### src/rtl/ysyx_24110006_clint_pkg.sv
// ysyx_24110006_clint_pkg: shared constants and FSM state type for the CLINT timer slave
package ysyx_24110006_clint_pkg;
  localparam logic [1:0]  RESP_OKAY    = 2'b00;
  localparam logic [1:0]  RESP_SLVERR  = 2'b10;
  localparam logic [31:0] RTC_BASE_SIM = 32'ha0000048;
  localparam logic [31:0] RTC_BASE_SOC = 32'h02000000;
  typedef enum logic {IDLE, RESP} state_e;
endpackage

### src/rtl/ysyx_24110006_clint_timer.sv
// ysyx_24110006_clint_timer: prescaled free-running 64-bit mtime counter
module ysyx_24110006_clint_timer #(
  parameter int TICK_DIV = 1
) (
  input  logic        i_clock,
  input  logic        i_reset,
  output logic [63:0] o_mtime
);
  localparam int DW = TICK_DIV > 1 ? $clog2(TICK_DIV) : 1;
  logic [DW-1:0] div_cnt_q, div_cnt_d;
  logic [63:0]   mtime_q, mtime_d;
  logic          tick;
  always_comb begin
    tick      = div_cnt_q == DW'(TICK_DIV - 1);
    div_cnt_d = tick ? '0 : div_cnt_q + 1'b1;
    mtime_d   = tick ? mtime_q + 64'd1 : mtime_q;
  end
  always_ff @(posedge i_clock) begin
    div_cnt_q <= i_reset ? '0 : div_cnt_d;
    mtime_q   <= i_reset ? '0 : mtime_d;
  end
  assign o_mtime = mtime_q;
endmodule

### src/rtl/ysyx_24110006_clint.sv
// ysyx_24110006_clint: read-only AXI4-Lite mtime slave with coherent low/high snapshot
module ysyx_24110006_clint
  import ysyx_24110006_clint_pkg::*;
#(
  parameter logic [31:0] BASE_ADDR = RTC_BASE_SIM,
  parameter int          TICK_DIV  = 1
) (
  input  logic        i_clock,
  input  logic        i_reset,
  input  logic [31:0] i_axi_araddr,
  input  logic        i_axi_arvalid,
  output logic        o_axi_arready,
  output logic [31:0] o_axi_rdata,
  output logic        o_axi_rvalid,
  output logic [1:0]  o_axi_rresp,
  input  logic        i_axi_rready
);
  state_e      state_q, state_d;
  logic [31:0] rdata_q, rdata_d, hi_snap_q, hi_snap_d;
  logic [1:0]  rresp_q, rresp_d;
  logic        snap_vld_q, snap_vld_d;
  logic [63:0] mtime;
  logic        ar_hs, r_hs, is_lo, is_hi;
  ysyx_24110006_clint_timer #(.TICK_DIV(TICK_DIV)) u_timer (
    .i_clock(i_clock),
    .i_reset(i_reset),
    .o_mtime(mtime)
  );
  always_comb begin
    ar_hs      = state_q == IDLE && i_axi_arvalid;
    r_hs       = state_q == RESP && i_axi_rready;
    is_lo      = i_axi_araddr == BASE_ADDR;
    is_hi      = i_axi_araddr == BASE_ADDR + 32'd4;
    state_d    = ar_hs ? RESP : r_hs ? IDLE : state_q;
    rdata_d    = !ar_hs ? rdata_q : is_lo ? mtime[31:0] :
                 is_hi ? (snap_vld_q ? hi_snap_q : mtime[63:32]) : 32'd0;
    rresp_d    = !ar_hs ? rresp_q : (is_lo || is_hi) ? RESP_OKAY : RESP_SLVERR;
    // Low read freezes the high word so a following high read is coherent.
    hi_snap_d  = ar_hs && is_lo ? mtime[63:32] : hi_snap_q;
    snap_vld_d = ar_hs && is_lo ? 1'b1 : ar_hs && is_hi ? 1'b0 : snap_vld_q;
  end
  always_ff @(posedge i_clock) begin
    state_q    <= i_reset ? IDLE : state_d;
    rdata_q    <= i_reset ? '0 : rdata_d;
    rresp_q    <= i_reset ? RESP_OKAY : rresp_d;
    hi_snap_q  <= i_reset ? '0 : hi_snap_d;
    snap_vld_q <= i_reset ? 1'b0 : snap_vld_d;
  end
  assign o_axi_arready = state_q == IDLE;
  assign o_axi_rvalid  = state_q == RESP;
  assign o_axi_rdata   = rdata_q;
  assign o_axi_rresp   = rresp_q;
endmodule
### config.mk
export PLATFORM = sky130hd
export DESIGN_NAME = ysyx_24110006_clint
export DESIGN_NICKNAME = d
export VERILOG_FILES = /design/src/rtl/ysyx_24110006_clint_pkg.sv /design/src/rtl/ysyx_24110006_clint_timer.sv /design/src/rtl/ysyx_24110006_clint.sv
export SDC_FILE = /design/constraint.sdc
export NUM_CORES = 1
export LEC_CHECK = 0
export ABC_CLOCK_PERIOD_IN_PS = 4400
export BUFFER_PORTS_ARGS = -buffer_cell sky130_fd_sc_hd__buf_2
export CAP_MARGIN = 15
export CORE_MARGIN = 4
export CORE_UTILIZATION = 36
export DETAILED_ROUTE_END_ITERATION = 12
export GPL_TIMING_DRIVEN = 0
export PLACE_DENSITY_LB_ADDON = 0.2
export SYNTH_ARGS = -nofsm -noshare
export SYNTH_HDL_FRONTEND = slang
export SYNTH_SLANG_ARGS = --single-unit
### constraint.sdc
create_clock -name i_clock -period 4.4 [get_ports i_clock]
set_input_delay 0.44 -clock i_clock [delete_from_list [all_inputs] [get_ports i_clock]]
set_output_delay 0.44 -clock i_clock [all_outputs]
set_load 0.01 [all_outputs]
Yosys cells after proc, flatten, opt, wreduce, memory -nomap -nowiden
Cells that the tools add are included.

Add/subtract/negate cells: 2. Equal/unequal tests: 2. Mux-type cells: 8. Bitwise logic cells: 2. Reductions and logical operators: 8.

Operator list (number): $mux 32 (3); $add 64x1->64 const B (1); $eq 32x32->1 const B (2); $logic_and 1x1->1 (4); $mux 1 (4); $reduce_bool 2->1 (2); $mux 2 (1); $not 1->1 (2); $reduce_or 2->1 (1); $add 1x1->1 const B (1); $logic_or 1x1->1 (1).

Register bits: 133. Output and inout port bits: 36.

Depth between registers and ports, before layout
Gate-level depths: netlist of the first run.

Word-level depth: 5. Depth in mapped cells: 8.

Modules after synthesis
From an unflattened synthesis of the first run, not the netlist that was laid out.

Cells, all modules: 743. Area, all modules: 6439.9 sq um.

By module, submodules not included: ysyx_24110006_clint (times used 1, cells each 376, area each 3350.7 sq um, sequential area each 1341.3 sq um); ysyx_24110006_clint_timer (times used 1, cells each 367, area each 3089.2 sq um, sequential area each 1301.2 sq um).

Worst setup path before layout of the first run
Ideal clock, no wire load.

Path type: in2reg. Start point: input i_axi_araddr[5]. End point: register hi_snap_q[1]. Library setup time: 0.128 ns. Data arrival time: 1.813 ns. Required time: 4.272 ns. Slack: 2.459 ns. Stages on the path: 6. Path buffers: 1. Path through: nor4b_1 nand4_1 nor4_4 buf_4 mux2i_1 nor2_1.

Cells in the longest elaborated chain, start to end: 2.

RTL lines: start: declaration (RTL line ysyx_24110006_clint.sv:10) `input logic [31:0] i_axi_araddr,`; $eq 32x32->1 (RTL line ysyx_24110006_clint.sv:32) `is_lo = i_axi_araddr == BASE_ADDR;`; $logic_and 1x1->1 (RTL line ysyx_24110006_clint.sv:39) `hi_snap_d = ar_hs && is_lo ? mtime[63:32] : hi_snap_q;`; end signal: assignment (RTL line ysyx_24110006_clint.sv:46) `hi_snap_q <= i_reset ? '0 : hi_snap_d;`; end: declaration (RTL line ysyx_24110006_clint.sv:19) `logic [31:0] rdata_q, rdata_d, hi_snap_q, hi_snap_d;`.

Every way passes these cells. A chain may end at the register's enable or synchronous reset.

Worst setup path after layout of the first run
Start point: register u_timer.mtime_q[24], in the netlist u_timer.o_mtime[24]. End point: register u_timer.mtime_q[45], in the netlist u_timer.o_mtime[45].

Cells in the longest elaborated chain, start to end: 1.

RTL lines: start: declaration (RTL line ysyx_24110006_clint_timer.sv:11) `logic [63:0] mtime_q, mtime_d;`; start signal: assignment (RTL line ysyx_24110006_clint_timer.sv:20) `mtime_q <= i_reset ? '0 : mtime_d;`; $add 64x1->64 (RTL line ysyx_24110006_clint_timer.sv:16) `mtime_d = tick ? mtime_q + 64'd1 : mtime_q;`.

Every way passes these cells.

==> flow_results.org, run 1 <==
** Timing
- Setup slack after layout :: 1.94 ns
- For the pin with the worst max-slew slack, the measured transition is 0.703 ns.
- Setup Total Neg Slack :: 0 ns
- Final clock period utilization by the worst path :: 55.9%
- Final hold viol count :: 0
- For this run, the top clock speed supported by timing is 0.406 GHz.
- Max Transition Viols Final :: 0
- Setup repair after global routing missed its margin :: false
- Worst-case headroom to the max-slew limit :: 52.9%
- The tightest hold path in the finished design has a slack of 0.227 ns.
- Minimum period implied by the final worst setup slack :: 2.46 ns
- Clock skew :: 0.00596 ns
- Setup violations remaining at the end of the flow were counted as 0.

** Global route
- Largest net degree at the start of global routing :: 17
- The number of global-route vias before repair is 5248.
- The global routing stage identified its most utilized layer as met2.
- Met1 layer usage reported by global route :: 23.5%
- Global-route wire length before repair :: 26.7 mm
- Sum of overflow across all layers after global routing :: 0
- All-layer global routing usage :: 18.4%
- Initial antenna violation count :: 0
- For met2 alone, demand over resource in global routing was 30.1%.
- Met3 capacity usage during global routing :: 4.05%

** Floorplan
- For this configuration, the core starts out at a cell density of 36.6%.
- From left edge to right edge, the die measures 138 microns.
- Num ports :: 72
- Area of the core :: 16500 sq um
- The die covers 18900 sq um.
- Num rows :: 47
- Die outline height :: 138 microns

** Worst setup path
- For the worst setup path, the data arrival time is 2.74 ns.
- Capturing element type of the critical path :: flop
- Data on the critical path is required at its endpoint by 4.68 ns.
- Across all register-to-register paths, the minimum setup slack is 1.94 ns.
- Launching point of the worst reg2reg path :: u_timer.o_mtime[24]$_SDFFE_PP0N_
- Worst Path Class, Setup :: reg2reg
- Kind of start point of the critical path :: flop
- Of all nets on the critical path, the largest fanout is 10.
- The endpoint identified for the worst register-to-register timing path is u_timer.o_mtime[45]$_SDFFE_PP0N_.
- R2r worst-path depth :: 7

** Synthesis
- Measured against the total synthesized area, the mux share comes to 10.8%.
- Sequential area share after synthesis :: 43.7%
- Fraction of synthesized cell area in xor and xnor cells :: 4.78%
- The share of synthesized area in the top cell type comes to 43.7%.
- Synthesis produced a netlist whose cell count is 700.
- By area the synthesized netlist is led by sky130_fd_sc_hd__dfxtp_1, sky130_fd_sc_hd__mux2i_1, sky130_fd_sc_hd__nor2_1.
- Fraction of the mapped netlist area in compound gates :: 12.0%
- After Yosys synthesis, full adders, half adders and majority gates account for 0.207% of the synthesized area.
- Synthesis inferred 132 register bits.
- Count of yosys warnings during synthesis :: 0
- Synth unique cells :: 35
- Post-synthesis cell type with the largest combined area :: sky130_fd_sc_hd__dfxtp_1
- By area, the combinational part of the netlist is dominated by simple AND/OR/NAND/NOR gates.
- The cell area that synthesis handed to floorplanning was 6040 sq um.
- After synthesis, the mean cell area works out to 8.63 sq um.
- Synth Area in Simple Gates :: 24.7%

** Clock tree
- Clock sinks :: 132
- Cells resized by post-CTS repair :: 0
- Cell chosen for the clock root :: sky130_fd_sc_hd__clkbuf_16
- After clock tree synthesis, the clock-pin slew on the worst setup and hold paths is 0.06 ns.
- Clock tree from TritonCTS :: built
- The number of setup buffers added after CTS is 0.
- After clock tree synthesis, the flow added hold-fix buffers numbering 0.
- Max Root-Sink Buffers :: 2
- The clock reaches the later pin of the worst-skew pair after 0.42 ns.
- The H-tree was split into 4 levels.
- Counting the buffers created by CTS gives 17.

** Finish
- 0 antenna diodes ended up in the layout.
- Once layout is complete, the utilization of the core stands at 43.7%.
- The library cell used most frequently in the layout, excluding fill and tap cells, is sky130_fd_sc_hd__nor2_1.
- Count of fill cells added during filler insertion :: 1630
- Nets@finish :: 826
- Fraction of layout instances using a drive strength above 1 :: 15.0%
- The area growth from synthesis to layout is 19.6%.
- Top library cells by usage in the layout, fill and taps aside :: sky130_fd_sc_hd__nor2_1, sky130_fd_sc_hd__dfxtp_1, sky130_fd_sc_hd__buf_2, sky130_fd_sc_hd__mux2i_1, sky130_fd_sc_hd__a21oi_1

** Outcome
- Result of the run :: complete, no violations

** Min path
- Path class of the lowest-slack min-delay path :: in2reg
- The worst hold path begins at i_axi_rready.
- The worst hold path was traced through 2 stages.
- Worst-case hold path end point :: o_axi_rvalid$_SDFFE_PP0P_

** Power
- In this run the static leakage power is 2.57 nW.
- Dividing total power by cell area gives a power density of 369 nW/um^2.
- Across the VDD grid, the largest voltage drop is 0.256 mV.
- Design Power :: 0.00267 W

** Detailed routing
- Drt first pass iters :: 5
- The routed layout has 5454 vias.
- The detailed router finished its first iteration with 415 violations.
- Post-detailed-route via-to-cell ratio :: 5.34
- Dividing the detail-routed wire length by the instance count gives 16.3 microns.
- The final layout contains routed wiring with a total length of 16.7 mm.
- The detail route stage leaves a number of antenna-violating nets equal to 0.
- In the routed design, unresolved DRC markers number 0.

** Placement
- Count of buffers inserted at the top-level ports :: 69
- Routability-driven placement finished with a final weighted congestion of 0.807.
- DP Wirelength :: 12.0 mm
- Before CTS, the worst setup slack after placement is 1.72 ns.

** Job
- Max_cap viols :: 0
critical path: stages (launching register included):
cell and delay (ns):
sky130_fd_sc_hd__dfxtp_1 0.41, sky130_fd_sc_hd__nand4_1 0.22, sky130_fd_sc_hd__nor4_4 0.47, sky130_fd_sc_hd__nand4_2 0.30, sky130_fd_sc_hd__buf_2 0.30, sky130_fd_sc_hd__clkbuf_1 0.28, sky130_fd_sc_hd__o21ai_0 0.25, sky130_fd_sc_hd__a21oi_1 0.09
state kept, by name, indices dropped and copies added (netlist names):
signal,cells
o_axi_rdata,32
o_axi_rresp,1
snap_vld_q,1
o_axi_rvalid,1
hi_snap_q,32
u_timer.o_mtime,64
u_timer.div_cnt_q,1
worst max path at each step:
stage / slack, ns / from / cells after the start / end
4_1_cts: 1.97 / u_timer.o_mtime[24]$_SDFFE_PP0N_ / 7 / u_timer.o_mtime[45]$_SDFFE_PP0N_
3_3_place_gp: 1.88 / i_axi_araddr[5] / 7 / o_axi_rdata[12]$_SDFFE_PP0N_
5_1_grt: 1.79 / u_timer.o_mtime[11]$_SDFFE_PP0N_ / 8 / u_timer.o_mtime[57]$_SDFFE_PP0N_
3_5_place_dp: 1.72 / i_axi_araddr[17] / 7 / o_axi_rdata[16]$_SDFFE_PP0N_
6_report: 1.94 / u_timer.o_mtime[24]$_SDFFE_PP0N_ / 7 / u_timer.o_mtime[45]$_SDFFE_PP0N_
2_1_floorplan: 2.46 / i_axi_araddr[5] / 6 / hi_snap_q[1]$_SDFFE_PP0P_
power by group:
part	switching, W	total (W)	internal [W]	leakage [nW]
clock	0.000525	0.00137	0.000842	0.270
combinational	0.0000667	0.0000970	0.0000303	1.24
sequential	0.00000607	0.00121	0.00120	1.06
per-stage QoR:
| step | cell area, sq um | instances |
|---|---|---|
| 6_report | 7230 | 1022 |
| 5_1_grt | 7230 | 1022 |
| 3_5_place_dp | 6670 | 990 |
| 2_1_floorplan | 6050 | 701 |
| 3_3_place_gp | 6670 | 990 |
| 4_1_cts | 7230 | 1022 |
cell usage after synthesis:
master and number:
sky130_fd_sc_hd__nor3_1 4, sky130_fd_sc_hd__xor2_1 26, sky130_fd_sc_hd__nor4b_1 2, sky130_fd_sc_hd__dfxtp_1 132
sky130_fd_sc_hd__ha_1 1, sky130_fd_sc_hd__nand4_2 4, sky130_fd_sc_hd__buf_4 5, sky130_fd_sc_hd__xnor2_1 7
sky130_fd_sc_hd__or2_2 1, sky130_fd_sc_hd__nand2_1 26, sky130_fd_sc_hd__a211oi_1 2, sky130_fd_sc_hd__buf_2 6
sky130_fd_sc_hd__and4_1 5, sky130_fd_sc_hd__or3_1 26, sky130_fd_sc_hd__a21oi_1 62, sky130_fd_sc_hd__nor4bb_1 1
sky130_fd_sc_hd__and3_1 6, sky130_fd_sc_hd__buf_1 3, sky130_fd_sc_hd__nand3_1 28, sky130_fd_sc_hd__nor2_1 141
sky130_fd_sc_hd__mux2i_1 65, sky130_fd_sc_hd__nand4b_4 1, sky130_fd_sc_hd__o31ai_1 5, sky130_fd_sc_hd__nor2b_1 3
sky130_fd_sc_hd__o21ai_0 25, sky130_fd_sc_hd__a22oi_1 32, sky130_fd_sc_hd__nor4_4 4, sky130_fd_sc_hd__conb_1 1
sky130_fd_sc_hd__nor3_2 2, sky130_fd_sc_hd__clkbuf_1 31, sky130_fd_sc_hd__or4_1 5, sky130_fd_sc_hd__and4b_1 1
sky130_fd_sc_hd__inv_1 8, sky130_fd_sc_hd__nand4_1 21, sky130_fd_sc_hd__nor4_1 8
cell type report:
class	instances	area [sq um]	area share [%]
multi-input cells	516	3180	44.0
repair buffers	69	345	4.78
well taps	220	275	3.81
plain buffers	45	195	2.70
inverters	8	30.0	0.415
clock buffers	22	454	6.28
clock inverters	10	108	1.49
flip-flops and latches	132	2640	36.6
cell families after synthesis:
family / after synthesis
fa+ha+maj: 1
simple gates: 289
mux: 65
buf+inv: 53
flops: 132
xor+xnor: 33
compound gates: 126
other cells: 1
layer usage:
metal | share of wire, % | routed length [microns]
met3 | 5.4 | 897
met2 | 46 | 7660
met5 | 0 | 0
met1 | 47 | 7800
met4 | 1.8 | 302
Power figures use the tool's default switching activity.
==> run 2, diff against run 1 <==
--- a/config.mk
+++ b/config.mk
@@ -5,7 +5,7 @@
 export SDC_FILE = /design/constraint.sdc
 export NUM_CORES = 1
 export LEC_CHECK = 0
-export ABC_CLOCK_PERIOD_IN_PS = 4400
+export ABC_CLOCK_PERIOD_IN_PS = 2390
 export BUFFER_PORTS_ARGS = -buffer_cell sky130_fd_sc_hd__buf_2
 export CAP_MARGIN = 15
 export CORE_MARGIN = 4
==> constraint.sdc (replaced) <==
create_clock -name i_clock -period 2.39 [get_ports i_clock]
set_input_delay 0.239 -clock i_clock [delete_from_list [all_inputs] [get_ports i_clock]]
set_output_delay 0.239 -clock i_clock [all_outputs]
set_load 0.01 [all_outputs]
==> flow_results.org, run 2 (synthesis results as in run 1) <==
** Outcome
- The flow ran to the end, and the final reports show no timing, DRC or antenna violations.

** Job
- Max_cap viols :: 0

** Timing
- At the pin with the least slew margin, the transition time is 0.681 ns.
- The final-report hold violation count came to 0.
- Final clock period utilization by the worst path :: 95.2%
- Max Transition Viols Final :: 0
- Setup violations remaining at the end of the flow were counted as 0.
- Derived from the worst setup path, the maximum achievable clock frequency is 0.440 GHz.
- The worst pin sits at a relative slew slack of 54.2%.
- Across the routed clock network, the largest skew measured is 0.00531 ns.
- For the finished layout, the period the worst path requires is 2.28 ns.
- Setup Total Neg Slack :: 0 ns

** Floorplan
- Area of the die :: 18900 sq um
- Num rows :: 47
- For this configuration, the core starts out at a cell density of 36.6%.
- In this run the vertical extent of the chip is 138 microns.
- Pin placement for this block handled 72 I/O pins.
- The floorplan step set the die width to 138 microns.
- Area of the core :: 16500 sq um

** Clock tree
- Clock sinks :: 132
- The H-tree was split into 4 levels.
- After clock tree synthesis, the clock-pin slew on the worst setup and hold paths is 0.06 ns.
- The cell sitting at the root of the clock tree is a sky130_fd_sc_hd__clkbuf_16.
- At the later pin of the worst-skew pair, clock insertion delay measures 0.43 ns.
- TritonCTS built the clock tree.
- Clock tree synthesis inserted a total of 17 buffers.
- No sink is reached through more buffers than the 2 on the longest clock path.
- For this design, the CTS-stage hold fixing added 0 buffers.

** Worst setup path
- In this run the worst path has a maximum fanout of 10.
- Worst EP required :: 2.68 ns
- The worst setup path is launched from a flop.
- Worst Path Class, Setup :: reg2reg
- Capturing element type of the critical path :: flop
- Crit path arrival time :: 2.57 ns

** Global route
- Across every metal layer, demand over resource in global routing totals 18.4%.
- Initial antenna violation count :: 0
- Sum of overflow across all layers after global routing :: 0
- Vias in the first global route :: 5255
- Global-route wire length before repair :: 26.8 mm
- Entering global routing, the biggest net connects 17 pins.

** Detailed routing
- Drt first pass iters :: 5
- In this run the top signal layer used is met4.
- For this block, the via count after detailed routing is 5460.
- Using the TritonRoute via totals, the vias-per-cell ratio works out to 5.31.
- Detailed router's first-iteration violation count :: 378
- Total met2 wirelength after detailed routing :: 7.70 mm
- The detailed router put a total of 7.69 mm of wire on met1.
- Post-route antenna net violation count :: 0
- Total length of routed met3 wires :: 989 microns
- After detailed routing, the total wire length is 16.7 mm.
- Routed length per instance :: 16.2 microns
- Remaining routing DRC violations :: 0

** Placement
- Count of buffers inserted at the top-level ports :: 69
- GPL Wtd Cong :: 0.807
- Once detailed placement completed, the half-perimeter wirelength came to 12.0 mm.
- Placed cell count :: 990

** Power
- Dividing total power by cell area gives a power density of 673 nW/um^2.
- Leakage Power :: 2.64 nW
- Across the VDD grid, the largest voltage drop is 0.490 mV.

** Finish
- Filler-free cell count of the finished design :: 1029
- Fraction of layout instances using a drive strength above 1 :: 15.9%
- Area Overhead vs Synth :: 20.9%
- Nets@finish :: 833
- Number of flip-flops in the largest register :: 64
- 0 antenna diodes ended up in the layout.
- Most common cell after layout, fill and taps aside :: sky130_fd_sc_hd__nor2_1
- The layout has 1629 filler cells.
- Top library cells by usage in the layout, fill and taps aside :: sky130_fd_sc_hd__nor2_1, sky130_fd_sc_hd__dfxtp_1, sky130_fd_sc_hd__buf_2, sky130_fd_sc_hd__mux2i_1, sky130_fd_sc_hd__a21oi_1

** Min path
- The min-delay analysis places its worst path in the category in2reg.
## run 2: path summary, 6_finish.rpt
check / cells after the start / start / slack, ns / end
max: 7 / u_timer.o_mtime[0]$_SDFFE_PP0N_ / 0.11 / u_timer.o_mtime[51]$_SDFFE_PP0N_
min: 2 / i_axi_rready / 0.02 / o_axi_rvalid$_SDFFE_PP0P_
min reg2reg: 2 / hi_snap_q[0]$_SDFFE_PP0P_ / 0.50 / hi_snap_q[0]$_SDFFE_PP0P_
max reg2reg: 7 / u_timer.o_mtime[0]$_SDFFE_PP0N_ / 0.11 / u_timer.o_mtime[51]$_SDFFE_PP0N_
## run 2: area by class of cell
type | count | area (sq um) | share of cell area, %
repair buffers | 76 | 398 | 5.44
multi-input cells | 516 | 3200 | 43.8
flip-flops and latches | 132 | 2640 | 36.2
well taps | 220 | 275 | 3.77
inverters | 8 | 30.0 | 0.411
plain buffers | 45 | 196 | 2.69
clock inverters | 10 | 108 | 1.47
clock buffers | 22 | 454 | 6.21
## run 2: power breakdown
group	leakage, nW	switching [W]	internal (W)	total (W)
Clock	0.270	0.000970	0.00155	0.00252
Combinational	1.31	0.000123	0.0000559	0.000179
Sequential	1.06	0.0000113	0.00221	0.00222
## run 2: worst max-delay path, stage by stage, from the launching register on
cell                       delay [ns]
sky130_fd_sc_hd__dfxtp_1         0.46
sky130_fd_sc_hd__nand3_1         0.19
sky130_fd_sc_hd__nor4_4          0.45
sky130_fd_sc_hd__nand4_4         0.23
sky130_fd_sc_hd__buf_2           0.26
sky130_fd_sc_hd__clkbuf_2        0.24
sky130_fd_sc_hd__o21ai_0         0.22
sky130_fd_sc_hd__a21oi_1         0.09
## run 2: per-stage QoR
| step | setup WS [ns] | area, sq um | total power, W | hold slack (ns) | util [%] |
|---|---|---|---|---|---|
| 6_report | 0.115 | 7310 | 0.00492 | 0.0174 | 44.2 |
| 5_1_grt | -0.00361 | 7310 | 0.00508 | 0.00961 | 44.2 |
| 4_1_cts | 0.000425 | 7240 | 0.00496 | 0.00641 | 43.8 |
| 3_5_place_dp | -0.0874 | 6670 | 0.00245 | 0.457 | 40.3 |
| 3_3_place_gp | 0.0509 | 6670 | 0.00244 | 0.428 | 40.3 |
| 2_1_floorplan | 0.560 | 6050 | 0.00236 | 0.338 | - |
## run 2: timing repair
| action | CTS | global route |
|---|---|---|
| setup buffers | 0 | 7 |
| endpoints found under the setup margin | 9 | 20 |
| resized for setup | 1 | 5 |
| gates cloned | 0 | 0 |
| pin swaps | 1 | 6 |
| endpoints found under the hold margin | 0 | 0 |
## run 2: per-layer routing
metal,vias to the layer above,global-route usage [%]
li1,2688,-
met3,23,4.05
met4,0,7.65
met5,-,0
met1,2582,23.6
met2,167,30.1
==> run 3, diff against run 2 <==
--- a/config.mk
+++ b/config.mk
@@ -5,6 +5,7 @@
 export SDC_FILE = /design/constraint.sdc
 export NUM_CORES = 1
 export LEC_CHECK = 0
+export ABC_AREA = 1
 export ABC_CLOCK_PERIOD_IN_PS = 2390
 export BUFFER_PORTS_ARGS = -buffer_cell sky130_fd_sc_hd__buf_2
 export CAP_MARGIN = 15
@@ -13,6 +14,7 @@
 export DETAILED_ROUTE_END_ITERATION = 12
 export GPL_TIMING_DRIVEN = 0
 export PLACE_DENSITY_LB_ADDON = 0.2
+export RECOVER_POWER = 25
 export SYNTH_ARGS = -nofsm -noshare
 export SYNTH_HDL_FRONTEND = slang
 export SYNTH_SLANG_ARGS = --single-unit
==> flow_results.org, run 3 <==
** Worst setup path
- R2r worst-path depth :: 8
- Crit path arrival time :: 2.42 ns
- Slowest CP cell :: sky130_fd_sc_hd__nor2_1
- The worst setup path is of the reg2reg kind.
- Register-to-register path setup slack :: 0.29 ns
- Launching point of the worst reg2reg path :: u_timer.o_mtime[1]$_SDFFE_PP0N_
- Crit-path max cell delay :: 0.43 ns
- Of all nets on the critical path, the largest fanout is 8.
- List of cells traversed by the critical path :: ha_1, nand4_1, nor2_4, nand2_1, nor2_1, nand4_1, nand2_1, nor2_1
- Worst EP required :: 2.71 ns
- Kind of start point of the critical path :: flop
- Critical R2R Capture :: u_timer.o_mtime[60]$_SDFFE_PP0N_
- The worst setup path is captured at a flop.

** Clock tree
- TritonCTS created 17 clock buffers.
- The later pin in the worst-skew pair is clocked with a latency of 0.43 ns.
- The clock passes through at most 2 buffers.
- Cells resized by post-CTS repair :: 0
- Setup repair bufs after CTS :: 0
- Number of H-tree levels :: 4
- Post-cts hold buffer count :: 0
- The tree is rooted in a sky130_fd_sc_hd__clkbuf_16.
- Clock-pin slew of the registers on the worst-case setup and hold paths :: 0.06 ns
- TritonCTS built the clock tree.
- Clock sinks :: 132

** Power
- In this run the power density over the cells is 624 nW/um^2.
- The analysis attributes to cell leakage a power of 3.03 nW.
- In this run, the clock network consumes 54.2% of the power.
- Combinational power share :: 3.1%
- Switching Fraction :: 22.8%
- Peak ir drop on the vdd network :: 0.479 mV
- Switching power total :: 0.00118 W
- Sequential share of power :: 42.6%
- Total internal power :: 0.00401 W

** Finish
- Area Overhead vs Synth :: 17.9%
- Of the cells placed in the final design, the portion with a size suffix greater than 1 is 10.4%.
- Number of flip-flops in the largest register :: 64
- Filler-free cell count of the finished design :: 1467
- The number of antenna diodes in the final layout is 0.
- Top library cells by usage in the layout, fill and taps aside :: sky130_fd_sc_hd__nand2_1, sky130_fd_sc_hd__nor2_1, sky130_fd_sc_hd__dfxtp_1, sky130_fd_sc_hd__nand3_1
- Most common cell after layout, fill and taps aside :: sky130_fd_sc_hd__nand2_1
- Nets@finish :: 1231
- At the end of the flow the core is filled with cells to 43.9%.
- Final Instance Area :: 8320 sq um
- Fill cells in the final layout number 2103.

** Floorplan
- 72 I/O pins were placed.
- Area of the die :: 21900 sq um
- Initial core utilization :: 37.2%
- In this run the core area contains 50 standard-cell rows.
- The die is 148 microns tall.
- The die is 148 microns wide.
- Area of the core :: 19000 sq um

** Synthesis
- After Yosys synthesis, XOR and XNOR cells account for 1.12% of the synthesized area.
- Sequential cells were found to cover 37.5% of the synthesized design area.
- After synthesis, the largest area contributor takes up 37.5% of total cell area.
- Main combinational cell family by area after synthesis :: simple AND/OR/NAND/NOR gates
- For this run, the number of Yosys warnings is 0.
- Counting flops with an async set or reset pin after synthesis yields a share of 0%.
- Post-Synthesis Cell Area :: 7050 sq um
- Of the total synthesized cell area, the portion taken by AND, OR, NAND and NOR gates is 41.1%.
- Biggest area contributors in the synthesized netlist :: sky130_fd_sc_hd__dfxtp_1, sky130_fd_sc_hd__nand2_1, sky130_fd_sc_hd__nor2_1
- Post-synthesis share of cell area spent on full adders, half adders and majority gates :: 0.177%
- sky130_fd_sc_hd__dfxtp_1 takes more of the synthesized area than any other cell.
- In this run the mean area of a mapped cell was 6.38 sq um.
- Counting flops and latches in the post-synthesis netlist gives 132.
- Synth unique cells :: 35
- The most used flip-flop cell after synthesis is sky130_fd_sc_hd__dfxtp_1.
- Post-synth EDFFs :: 0
- Yosys instantiated no cell more often than sky130_fd_sc_hd__nand2_1.
- Fraction of the mapped netlist area in compound gates :: 10.3%
- Counting instances in the post-synthesis netlist gives the leading cell types as sky130_fd_sc_hd__nand2_1, sky130_fd_sc_hd__nor2_1, sky130_fd_sc_hd__dfxtp_1, sky130_fd_sc_hd__nand3_1, sky130_fd_sc_hd__a21oi_1.
- The portion of synthesized area spent on multiplexers is 1.60%.
- Number of instances in the synthesized netlist :: 1105

** Min path
- The worst hold path passes through 3 cells.
- The min-delay analysis places its worst path in the category in2reg.
- The worst hold path terminates at o_axi_rvalid$_SDFFE_PP0P_.
- The startpoint identified for the worst hold timing path is i_axi_rready.

** Job
- The tool flagged a number of max-cap violations equal to 0.

** Global route
- All-layer global routing usage :: 21.8%
- Entering global routing, the biggest net connects 17 pins.
- The number of antenna violations at the first check in global routing is 0.
- The number of global-route vias before repair came to 6660.
- The first global-routing pass estimated 36.8 mm of wire.
- Sum of overflow across all layers after global routing :: 0

** Placement
- The congestion estimate from routability-driven global placement came to 0.990.
- Once placement finished, the instance area stood at 7730 sq um.
- Count of buffers inserted at the top-level ports :: 69
- Summed over all nets, the half-perimeter wirelength after detailed placement is 18.2 mm.
- The number of placed instances, taps included, is 1435.

** Detailed routing
- Remaining routing DRC violations :: 0
- Via Count :: 7369
- In this run the remaining antenna-violating nets after routing total 0.
- Detailed router's first-iteration violation count :: 613
- Wire length reported by the detailed router :: 23.7 mm
- Routed length per instance :: 16.2 microns
- Drt first pass iters :: 5
- Post-detailed-route via-to-cell ratio :: 5.02

** Timing
- Final setup fails :: 0
- The final count of pins violating max slew is 0.
- For the pin with the worst max-slew slack, the measured transition is 0.801 ns.
- The final-report hold violation count is 0.
- Counting I/O delays and the setup requirement, the final critical path takes 2.10 ns.
- Highest achievable clock rate :: 0.476 GHz
- In this run the tightest slew margin relative to its limit is 46.6%.
- Final hold analysis gives a worst-case slack of 0.119 ns.
- In the final timing run, aggregate negative setup slack is 0 ns.
- In the finished design, the share of the clock period the worst path needs comes to 87.9%.
- Clock skew on the completed layout was measured at 0.00844 ns.
- Setup repair after global routing left no endpoint under its margin.

** Outcome
- The flow ran to the end, and the final reports show no timing, DRC or antenna violations.
-- run 3: cell types whose count changed after synthesis, moves of 26 or more --
cell and change:
sky130_fd_sc_hd__nand2_1 +316, sky130_fd_sc_hd__inv_1 +83, sky130_fd_sc_hd__nand3_1 +74, sky130_fd_sc_hd__mux2i_1 -65, sky130_fd_sc_hd__a22oi_1 -32, sky130_fd_sc_hd__a21oi_1 +30, sky130_fd_sc_hd__or3_1 -26
-- run 3: final cells by class --
| cell class | instances | area [sq um] | area share [%] |
|---|---|---|---|
| multi-input cells | 833 | 3830 | 46.1 |
| plain buffers | 46 | 225 | 2.71 |
| repair buffers | 69 | 302 | 3.63 |
| flip-flops and latches | 132 | 2640 | 31.8 |
| well taps | 260 | 325 | 3.91 |
| clock buffers | 17 | 425 | 5.12 |
| clock inverters | 15 | 206 | 2.48 |
| inverters | 95 | 357 | 4.29 |
-- run 3: how the worst max path moves through the flow --
stage / start / endpoint / slack [ns] / depth (start not counted)
CTS: u_timer.o_mtime[1]$_SDFFE_PP0N_ / u_timer.o_mtime[60]$_SDFFE_PP0N_ / 0.32 / 8
finish: u_timer.o_mtime[1]$_SDFFE_PP0N_ / u_timer.o_mtime[60]$_SDFFE_PP0N_ / 0.29 / 8
floorplan: u_timer.o_mtime[0]$_SDFFE_PP0N_ / u_timer.o_mtime[50]$_SDFFE_PP0N_ / 0.90 / 8
global placement: u_timer.o_mtime[0]$_SDFFE_PP0N_ / u_timer.o_mtime[60]$_SDFFE_PP0N_ / 0.31 / 8
detailed placement: u_timer.o_mtime[1]$_SDFFE_PP0N_ / u_timer.o_mtime[60]$_SDFFE_PP0N_ / 0.33 / 8
global route: u_timer.o_mtime[1]$_SDFFE_PP0N_ / u_timer.o_mtime[60]$_SDFFE_PP0N_ / 0.10 / 8
-- run 3: logic make-up (layout without fill, tap and decap cells) --
logic type,count (synthesis),count (layout)
and+or+nand+nor,668,668
AOI/OAI and AO/OA,143,143
buffers and inverters,141,242
DFF,132,132
muxes,10,10
xor gates and xnor gates,9,9
adders and majority gates,1,1
other,1,2
-- run 3: metal layers --
| layer | track usage, % | wire (microns) |
|---|---|---|
| met5 | 0 | 0 |
| met1 | 29.8 | 11000 |
| met2 | 33.8 | 10600 |
| met3 | 4.94 | 1590 |
| met4 | 7.44 | 575 |
-- run 3: through the flow --
step | setup WS, ns | power, W
after floorplan | 0.903 | 0.00235
after global placement | 0.308 | 0.00243
after detailed placement | 0.333 | 0.00243
after CTS | 0.315 | 0.00524
after global routing | 0.102 | 0.00535
final | 0.289 | 0.00519
-- run 3: power by group through the flow --
| stage | Combinational, W | Clock [W] | Sequential, W |
|---|---|---|---|
| final | 0.000163 | 0.00282 | 0.00221 |
| after global routing | 0.000182 | 0.00296 | 0.00221 |
| after CTS | 0.000166 | 0.00286 | 0.00221 |
| after detailed placement | 0.000165 | 0 | 0.00226 |
| after global placement | 0.000165 | 0 | 0.00226 |
| after floorplan | 0.0000909 | 0 | 0.00226 |
-- run 3: worst max-delay path: cells and delay by family, from the launching register on --
kind | cells | cell delay [ns]
fa+ha+maj | 1 | 0.21
flops | 1 | 0.38
simple gates | 7 | 1.40
